`config.mk`:
```
export PLATFORM = sky130hd
export DESIGN_NAME = sum_latch_ctrl
export DESIGN_NICKNAME = d
export VERILOG_FILES = /design/src/rtl/sum_latch_ctrl.sv
export SDC_FILE = /design/constraint.sdc
export NUM_CORES = 1
export LEC_CHECK = 0
export ABC_CLOCK_PERIOD_IN_PS = 3550
export CAP_MARGIN = 15
export CORE_AREA = 2 2 46 80
export DETAILED_ROUTE_END_ITERATION = 8
export DIE_AREA = 0 0 48 82
export PLACE_DENSITY = 0.7
export SYNTH_ARGS = -nofsm -noshare
export SYNTH_HDL_FRONTEND = slang
export SYNTH_SLANG_ARGS = --single-unit
export TNS_END_PERCENT = 1
```
`constraint.sdc`:
```
create_clock -name clk -period 3.55 [get_ports clk]
set_clock_uncertainty 0.05 [all_clocks]
set_input_delay 0.5325 -clock clk [delete_from_list [all_inputs] [get_ports clk]]
set_output_delay 0.5325 -clock clk [all_outputs]
set_load 0.02 [all_outputs]
```
`src/rtl/sum_latch_ctrl.sv`:
```
// SumLatch operand capture and UART send-request controller: debounces the two
// save buttons, latches A/B from the switches, and hands A+B to the transmitter.
module sum_latch_ctrl #(
  parameter int DATA_W          = 3,
  parameter int DEBOUNCE_CYCLES = 4
) (
  input  logic              clk,
  input  logic              reset,
  input  logic              save_a_n,
  input  logic              save_b_n,
  input  logic [DATA_W-1:0] data_input,
  input  logic              send_en,
  input  logic              tx_busy,
  output logic              tx_start,
  output logic [7:0]        tx_data,
  output logic [DATA_W:0]   sum_out,
  output logic              a_valid,
  output logic              b_valid
);

  localparam int               CNT_W    = $clog2(DEBOUNCE_CYCLES + 1);
  localparam logic [CNT_W-1:0] CNT_LAST = CNT_W'(DEBOUNCE_CYCLES - 1);
  localparam logic [CNT_W-1:0] CNT_ONE  = CNT_W'(1);

  typedef enum logic [1:0] {
    IDLE,
    SEND,
    WAIT_ACK,
    WAIT_DONE
  } state_e;

  // Button vectors: bit 0 is save A, bit 1 is save B; level 1 means released.
  logic [1:0]        btn_sync1_q, btn_sync2_q;
  logic [1:0]        btn_state_q, btn_state_d;
  logic [CNT_W-1:0]  deb_cnt_q [2];
  logic [CNT_W-1:0]  deb_cnt_d [2];
  logic [1:0]        press_q, press_d;

  logic [DATA_W-1:0] data_sync1_q, data_sync2_q;
  logic [DATA_W-1:0] op_a_q, op_a_d;
  logic [DATA_W-1:0] op_b_q, op_b_d;
  logic              a_valid_q, a_valid_d;
  logic              b_valid_q, b_valid_d;
  logic              cap_q, cap_d;
  logic [DATA_W:0]   sum_q, sum_d;
  logic              pending_q, pending_d;
  logic              go_send;

  state_e            state_q;
  logic              tx_start_q;
  logic [7:0]        tx_data_q;

  // NOTE: sequential state uses non-blocking assignments so every flop samples
  // pre-edge values regardless of block ordering.
  always_ff @(posedge clk or posedge reset) begin
    if (reset) begin
      btn_sync1_q  <= 2'b11;
      btn_sync2_q  <= 2'b11;
      data_sync1_q <= '0;
      data_sync2_q <= '0;
    end else begin
      btn_sync1_q  <= {save_b_n, save_a_n};
      btn_sync2_q  <= btn_sync1_q;
      data_sync1_q <= data_input;
      data_sync2_q <= data_sync1_q;
    end
  end

  // NOTE: every always_comb output gets a default before any branch so no
  // path leaves it unassigned and no latch is inferred.
  always_comb begin
    btn_state_d = btn_state_q;
    press_d     = '0;
    for (int i = 0; i < 2; i++) begin
      deb_cnt_d[i] = '0;
      if (btn_sync2_q[i] != btn_state_q[i]) begin
        if (deb_cnt_q[i] == CNT_LAST) begin
          btn_state_d[i] = btn_sync2_q[i];
          press_d[i]     = ~btn_sync2_q[i];
        end else begin
          deb_cnt_d[i] = deb_cnt_q[i] + CNT_ONE;
        end
      end
    end
  end

  always_ff @(posedge clk or posedge reset) begin
    if (reset) begin
      btn_state_q <= 2'b11;
      press_q     <= '0;
      for (int i = 0; i < 2; i++) begin
        deb_cnt_q[i] <= '0;
      end
    end else begin
      btn_state_q <= btn_state_d;
      press_q     <= press_d;
      for (int i = 0; i < 2; i++) begin
        deb_cnt_q[i] <= deb_cnt_d[i];
      end
    end
  end

  always_comb begin
    op_a_d    = op_a_q;
    op_b_d    = op_b_q;
    a_valid_d = a_valid_q;
    b_valid_d = b_valid_q;
    if (press_q[0]) begin
      op_a_d    = data_sync2_q;
      a_valid_d = 1'b1;
    end
    if (press_q[1]) begin
      op_b_d    = data_sync2_q;
      b_valid_d = 1'b1;
    end
    cap_d = |press_q;

    sum_d = sum_q;
    if (cap_q) begin
      sum_d = {1'b0, op_a_q} + {1'b0, op_b_q};
    end

    go_send = (state_q == IDLE) && pending_q && send_en && !tx_busy;

    // Set wins over clear: a sum landing on the same edge as SEND entry was
    // not the one captured into tx_data, so it still needs its own transfer.
    pending_d = pending_q;
    if (go_send) begin
      pending_d = 1'b0;
    end
    if (cap_q && a_valid_q && b_valid_q) begin
      pending_d = 1'b1;
    end
  end

  always_ff @(posedge clk or posedge reset) begin
    if (reset) begin
      op_a_q    <= '0;
      op_b_q    <= '0;
      a_valid_q <= 1'b0;
      b_valid_q <= 1'b0;
      cap_q     <= 1'b0;
      sum_q     <= '0;
      pending_q <= 1'b0;
    end else begin
      op_a_q    <= op_a_d;
      op_b_q    <= op_b_d;
      a_valid_q <= a_valid_d;
      b_valid_q <= b_valid_d;
      cap_q     <= cap_d;
      sum_q     <= sum_d;
      pending_q <= pending_d;
    end
  end

  // Strobe and byte are registered with the state so they change together.
  always_ff @(posedge clk or posedge reset) begin
    if (reset) begin
      state_q    <= IDLE;
      tx_start_q <= 1'b0;
      tx_data_q  <= '0;
    end else begin
      tx_start_q <= 1'b0;
      case (state_q)
        IDLE: begin
          if (go_send) begin
            state_q    <= SEND;
            tx_start_q <= 1'b1;
            tx_data_q  <= 8'(sum_q);
          end
        end
        SEND:      state_q <= WAIT_ACK;
        WAIT_ACK:  if (tx_busy)  state_q <= WAIT_DONE;
        WAIT_DONE: if (!tx_busy) state_q <= IDLE;
        default:   state_q <= IDLE;
      endcase
    end
  end

  assign tx_start = tx_start_q;
  assign tx_data  = tx_data_q;
  assign sum_out  = sum_q;
  assign a_valid  = a_valid_q;
  assign b_valid  = b_valid_q;

endmodule

```
==> results.md <==
| Group | Quantity | Reported |
|:---|:---|:---|
| run status | Run status | complete, no violations |
| timing | Setup repair after global routing missed its margin | false |
| die | Placement row count | 28 |
| die | Area of the die | 3940 um^2 |
| power | Maximum vdd ir drop | 0.438 mV |
| final layout | Final standard cell area without fillers | 1940 um^2 |
| global routing | Leftover overflow at the end of global routing | 0 |
| clocking | Number of H-tree levels | 2 |
| global routing | Initial antenna violation count | 0 |
| synth | Cell area after synthesis | 1590 um^2 |
| timing | Setup TNS Final | 0 ns |
| clocking | TritonCTS clock tree | done |
| power | Portion of total power attributed to combinational logic | 27.9% |
| final layout | Fill cell total of the finished layout | 258 |
| clocking | # Post-CTS Setup Buffers | 0 |
| die | Chip Width | 48 um |
| final layout | Share of layout cells above drive strength 1 | 20.4% |
| final layout | Final non-filler cell total | 187 |
| global routing | GR Util met1 | 13.0% |
| final layout | Nets | 159 |
| worst setup path | Startpoint type of the worst setup path | register |
| power | Sum of internal, switching and leakage power | 1450 uW |
| hold path | Worst hold-check path type | reg2reg |
| final layout | Area Growth Syn to Fin | 22.1% |
| worst setup path | Required time of the worst setup path | 2.97 ns |
| global routing | Largest net degree at the start of global routing | 42 |
| synth | Mean instance size in the synthesized netlist | 13.7 um^2 |
| job | Max cap viols | 0 |
| synth | Number of library cell types mapped by synthesis | 25 |
| power | Leakage power total | 0.000961 uW |
| final layout | Area of the multi-input gates | 510 um^2 |
| clocking | Sinks on the clock net | 41 |
| drt | Mean number of vias per cell | 4.73 |
| drt | Vias after detailed routing | 885 |
| worst setup path | Largest incremental delay on the critical path | 0.61 ns |
| worst setup path | Critical Path AT | 1.28 ns |
| placed design | Instance count after placement with tap cells included | 179 |
| clocking | Post-CTS clock slew at the launch and capture registers of the worst setup and hold paths | 0.08 ns |
| timing | Fin crit share | 52.6% |
| synth | Synthesis-stage register bit count | 41 |
| global routing | Number of global-route vias before repair | 950 |
| drt | Total iterations of the first detailed-routing run | 4 |
| timing | Max Slew Vio Count | 0 |
| global routing | Global-route wire length before repair | 3860 um |
| power | Cell-internal power | 1040 uW |
| clocking | Quantity of hold-fixing buffers added after cts | 0 |
| global routing | Total global-route track usage | 14.4% |
| timing | Final setup viols | 0 |
| final layout | Sequential standard cell area | 1030 um^2 |
| clocking | Clock latency of the later-clocked register in the worst-skew pair | 0.29 ns |
| worst setup path | Largest delay contributor family on the critical path | buffers and inverters |
| clocking | Clock buffer depth | 2 |
| global routing | Global Route met2 Usage | 25.9% |
| worst setup path | Type of element capturing the critical path | output pin |
| worst setup path | Sequence of cells on the critical path | clkdlybuf4s50_1 |
| die | Die span in y | 82 um |
| power | Clock share of power | 26.2% |
| power | Share of total power consumed by net switching | 28.5% |
| worst setup path | Slowest stage cell on the critical path | sky130_fd_sc_hd__clkdlybuf4s50_1 |
| drt | Count of antenna-violating nets left after detailed routing | 0 |
| drt | Residual DRC count | 0 |
| global routing | Met3 track utilization from global routing | 5.27% |
| timing | Clock period minus worst slack | 1.87 ns |
| synth | Yosys warns | 0 |
| power | Power per unit of standard cell area | 747 nW/um^2 |
| synth | Sequential area share after synthesis | 64.9% |
| power | Sequential fraction of design power | 46.0% |
| final layout | Final antenna diode count | 0 |
| die | Floorplan Core Area | 3330 um^2 |
| worst setup path | Worst Path Buf+Inv | 1 |
| drt | Wire per inst | 12.0 um |
| synth | Syn Inst Count | 116 |
| placed design | Final weighted congestion in routability-driven placement | 0.698 |
| final layout | Post-layout util | 58.4% |
| die | Initial core utilization | 47.9% |
| timing | F_max | 536 MHz |
| global routing | GR peak layer | met2 |
| worst setup path | Critical path peak fanout | 3 |
| timing | Final hold violation count | 0 |
| placed design | Cell area after placement | 1820 um^2 |
| placed design | Count of input and output buffers | 19 |
| clocking | Post-CTS Resized | 0 |
| clocking | Clock Root Buffer | sky130_fd_sc_hd__clkbuf_8 |
| drt | Routed wire length | 2250 um |
| placed design | HPWL after detailed placement | 1710 um |
| power | Sw Pwr | 415 uW |
| worst setup path | Worst Path Class, Setup | reg2out |
| die | IO Pins | 24 |
| drt | DRC violation total after the first TritonRoute iteration | 13 |
| clocking | Cts bufs inserted | 5 |
## synth_stat cells
cell	n	area share, %
sky130_fd_sc_hd__conb_1	1	0.24
sky130_fd_sc_hd__nor3b_1	3	1.4
sky130_fd_sc_hd__ha_1	8	6.3
sky130_fd_sc_hd__nor3_1	2	0.63
sky130_fd_sc_hd__a211oi_1	1	0.47
sky130_fd_sc_hd__clkbuf_1	1	0.24
sky130_fd_sc_hd__o21ai_0	2	0.63
sky130_fd_sc_hd__xnor2_1	3	1.6
sky130_fd_sc_hd__dfrtp_1	35	55
sky130_fd_sc_hd__nor2_1	2	0.47
sky130_fd_sc_hd__nand2_1	14	3.3
sky130_fd_sc_hd__fa_1	1	1.3
sky130_fd_sc_hd__mux2_2	8	5.7
sky130_fd_sc_hd__inv_1	7	1.6
sky130_fd_sc_hd__mux2_4	1	0.94
sky130_fd_sc_hd__and3b_1	2	1.1
sky130_fd_sc_hd__or2_2	3	1.2
sky130_fd_sc_hd__nand4b_4	1	1.5
sky130_fd_sc_hd__dfstp_2	6	9.9
sky130_fd_sc_hd__buf_4	4	1.9
sky130_fd_sc_hd__a21o_1	1	0.47
sky130_fd_sc_hd__a221o_2	1	0.71
sky130_fd_sc_hd__a21oi_1	4	1.3
sky130_fd_sc_hd__a32o_1	1	0.63
sky130_fd_sc_hd__nor2b_1	4	1.6
## kinds of logic after synthesis
family / after synthesis / share of synthesized area, %
flops: 41 / 64.9
simple gates: 31 / 11.2
buf+inv: 12 / 3.77
compound gates: 10 / 4.16
fa+ha+maj: 9 / 7.54
mux: 9 / 6.60
xor+xnor: 3 / 1.65
other cells: 1 / 0.235
## state kept, by name, indices dropped and copies added, names as in the netlist, 2 cells and up
| signal | flops |
|---|---|
| deb_cnt_q | 6 |
| sum_out | 4 |
| tx_data | 4 |
| data_sync1_q | 3 |
| data_sync2_q | 3 |
| op_a_q | 3 |
| op_b_q | 3 |
| btn_state_q | 2 |
| btn_sync1_q | 2 |
| btn_sync2_q | 2 |
| press_q | 2 |
| state_q | 2 |
## per-layer routing
metal,share of wire [%],routed length [um],vias to the layer above
met3,3.8,85,5
met1,35,789,439
met4,2.5,57,0
li1,-,-,421
met5,0,0,-
met2,59,1320,20
## power by group through the flow
stage	logic, uW	registers (uW)	clock network (uW)
after floorplan	252	699	0
final	405	668	380
after global routing	457	686	417
after CTS	413	671	397
after detailed placement	411	680	0
after global placement	391	671	0
## layout by cell type, fill, tap and decap left out, types with 2 or more instances in the layout
| cell type | count |
|---|---|
| sky130_fd_sc_hd__dfrtp_1 | 35 |
| sky130_fd_sc_hd__clkdlybuf4s50_1 | 19 |
| sky130_fd_sc_hd__nand2_1 | 14 |
| sky130_fd_sc_hd__mux2_2 | 8 |
| sky130_fd_sc_hd__ha_1 | 8 |
| sky130_fd_sc_hd__inv_1 | 7 |
| sky130_fd_sc_hd__dfstp_2 | 6 |
| sky130_fd_sc_hd__clkbuf_8 | 6 |
| sky130_fd_sc_hd__nor2b_1 | 4 |
| sky130_fd_sc_hd__a21oi_1 | 4 |
| sky130_fd_sc_hd__conb_1 | 4 |
| sky130_fd_sc_hd__xnor2_1 | 3 |
| sky130_fd_sc_hd__nor3b_1 | 3 |
| sky130_fd_sc_hd__or2_2 | 3 |
| sky130_fd_sc_hd__nor2_1 | 2 |
| sky130_fd_sc_hd__o21ai_0 | 2 |
| sky130_fd_sc_hd__nor3_1 | 2 |
| sky130_fd_sc_hd__and3b_1 | 2 |
## final cells by class
class | instances | area share (%)
inverters | 7 | 1.35
clock buffers | 6 | 4.25
clock inverters | 2 | 1.93
repair buffers | 20 | 10.2
flip-flops and latches | 41 | 53.2
multi-input cells | 66 | 26.3
well taps | 45 | 2.90
## final timing paths
kind,from,endpoint,slack (ns),depth (start not counted)
worst max-delay path,b_valid,b_valid,1.68,1
worst min-delay path,data_sync1_q[1],data_sync2_q[1],0.30,0
worst max register to register,state_q[0],state_q[1],1.79,5
worst min register to register,data_sync1_q[1],data_sync2_q[1],0.30,0
max in group asynchronous,reset,btn_sync2_q[0],2.48,3
min in group asynchronous,reset,deb_cnt_q[0],0.61,3
## per-stage QoR
step / hold slack [ns] / setup WS, ns
3_3_place_gp: 0.282 / 1.47
6_report: 0.300 / 1.68
4_1_cts: 0.302 / 1.65
5_1_grt: 0.305 / 1.61
2_1_floorplan: 0.281 / 1.91
3_5_place_dp: 0.286 / 1.43
Power figures use the tool's default switching activity.
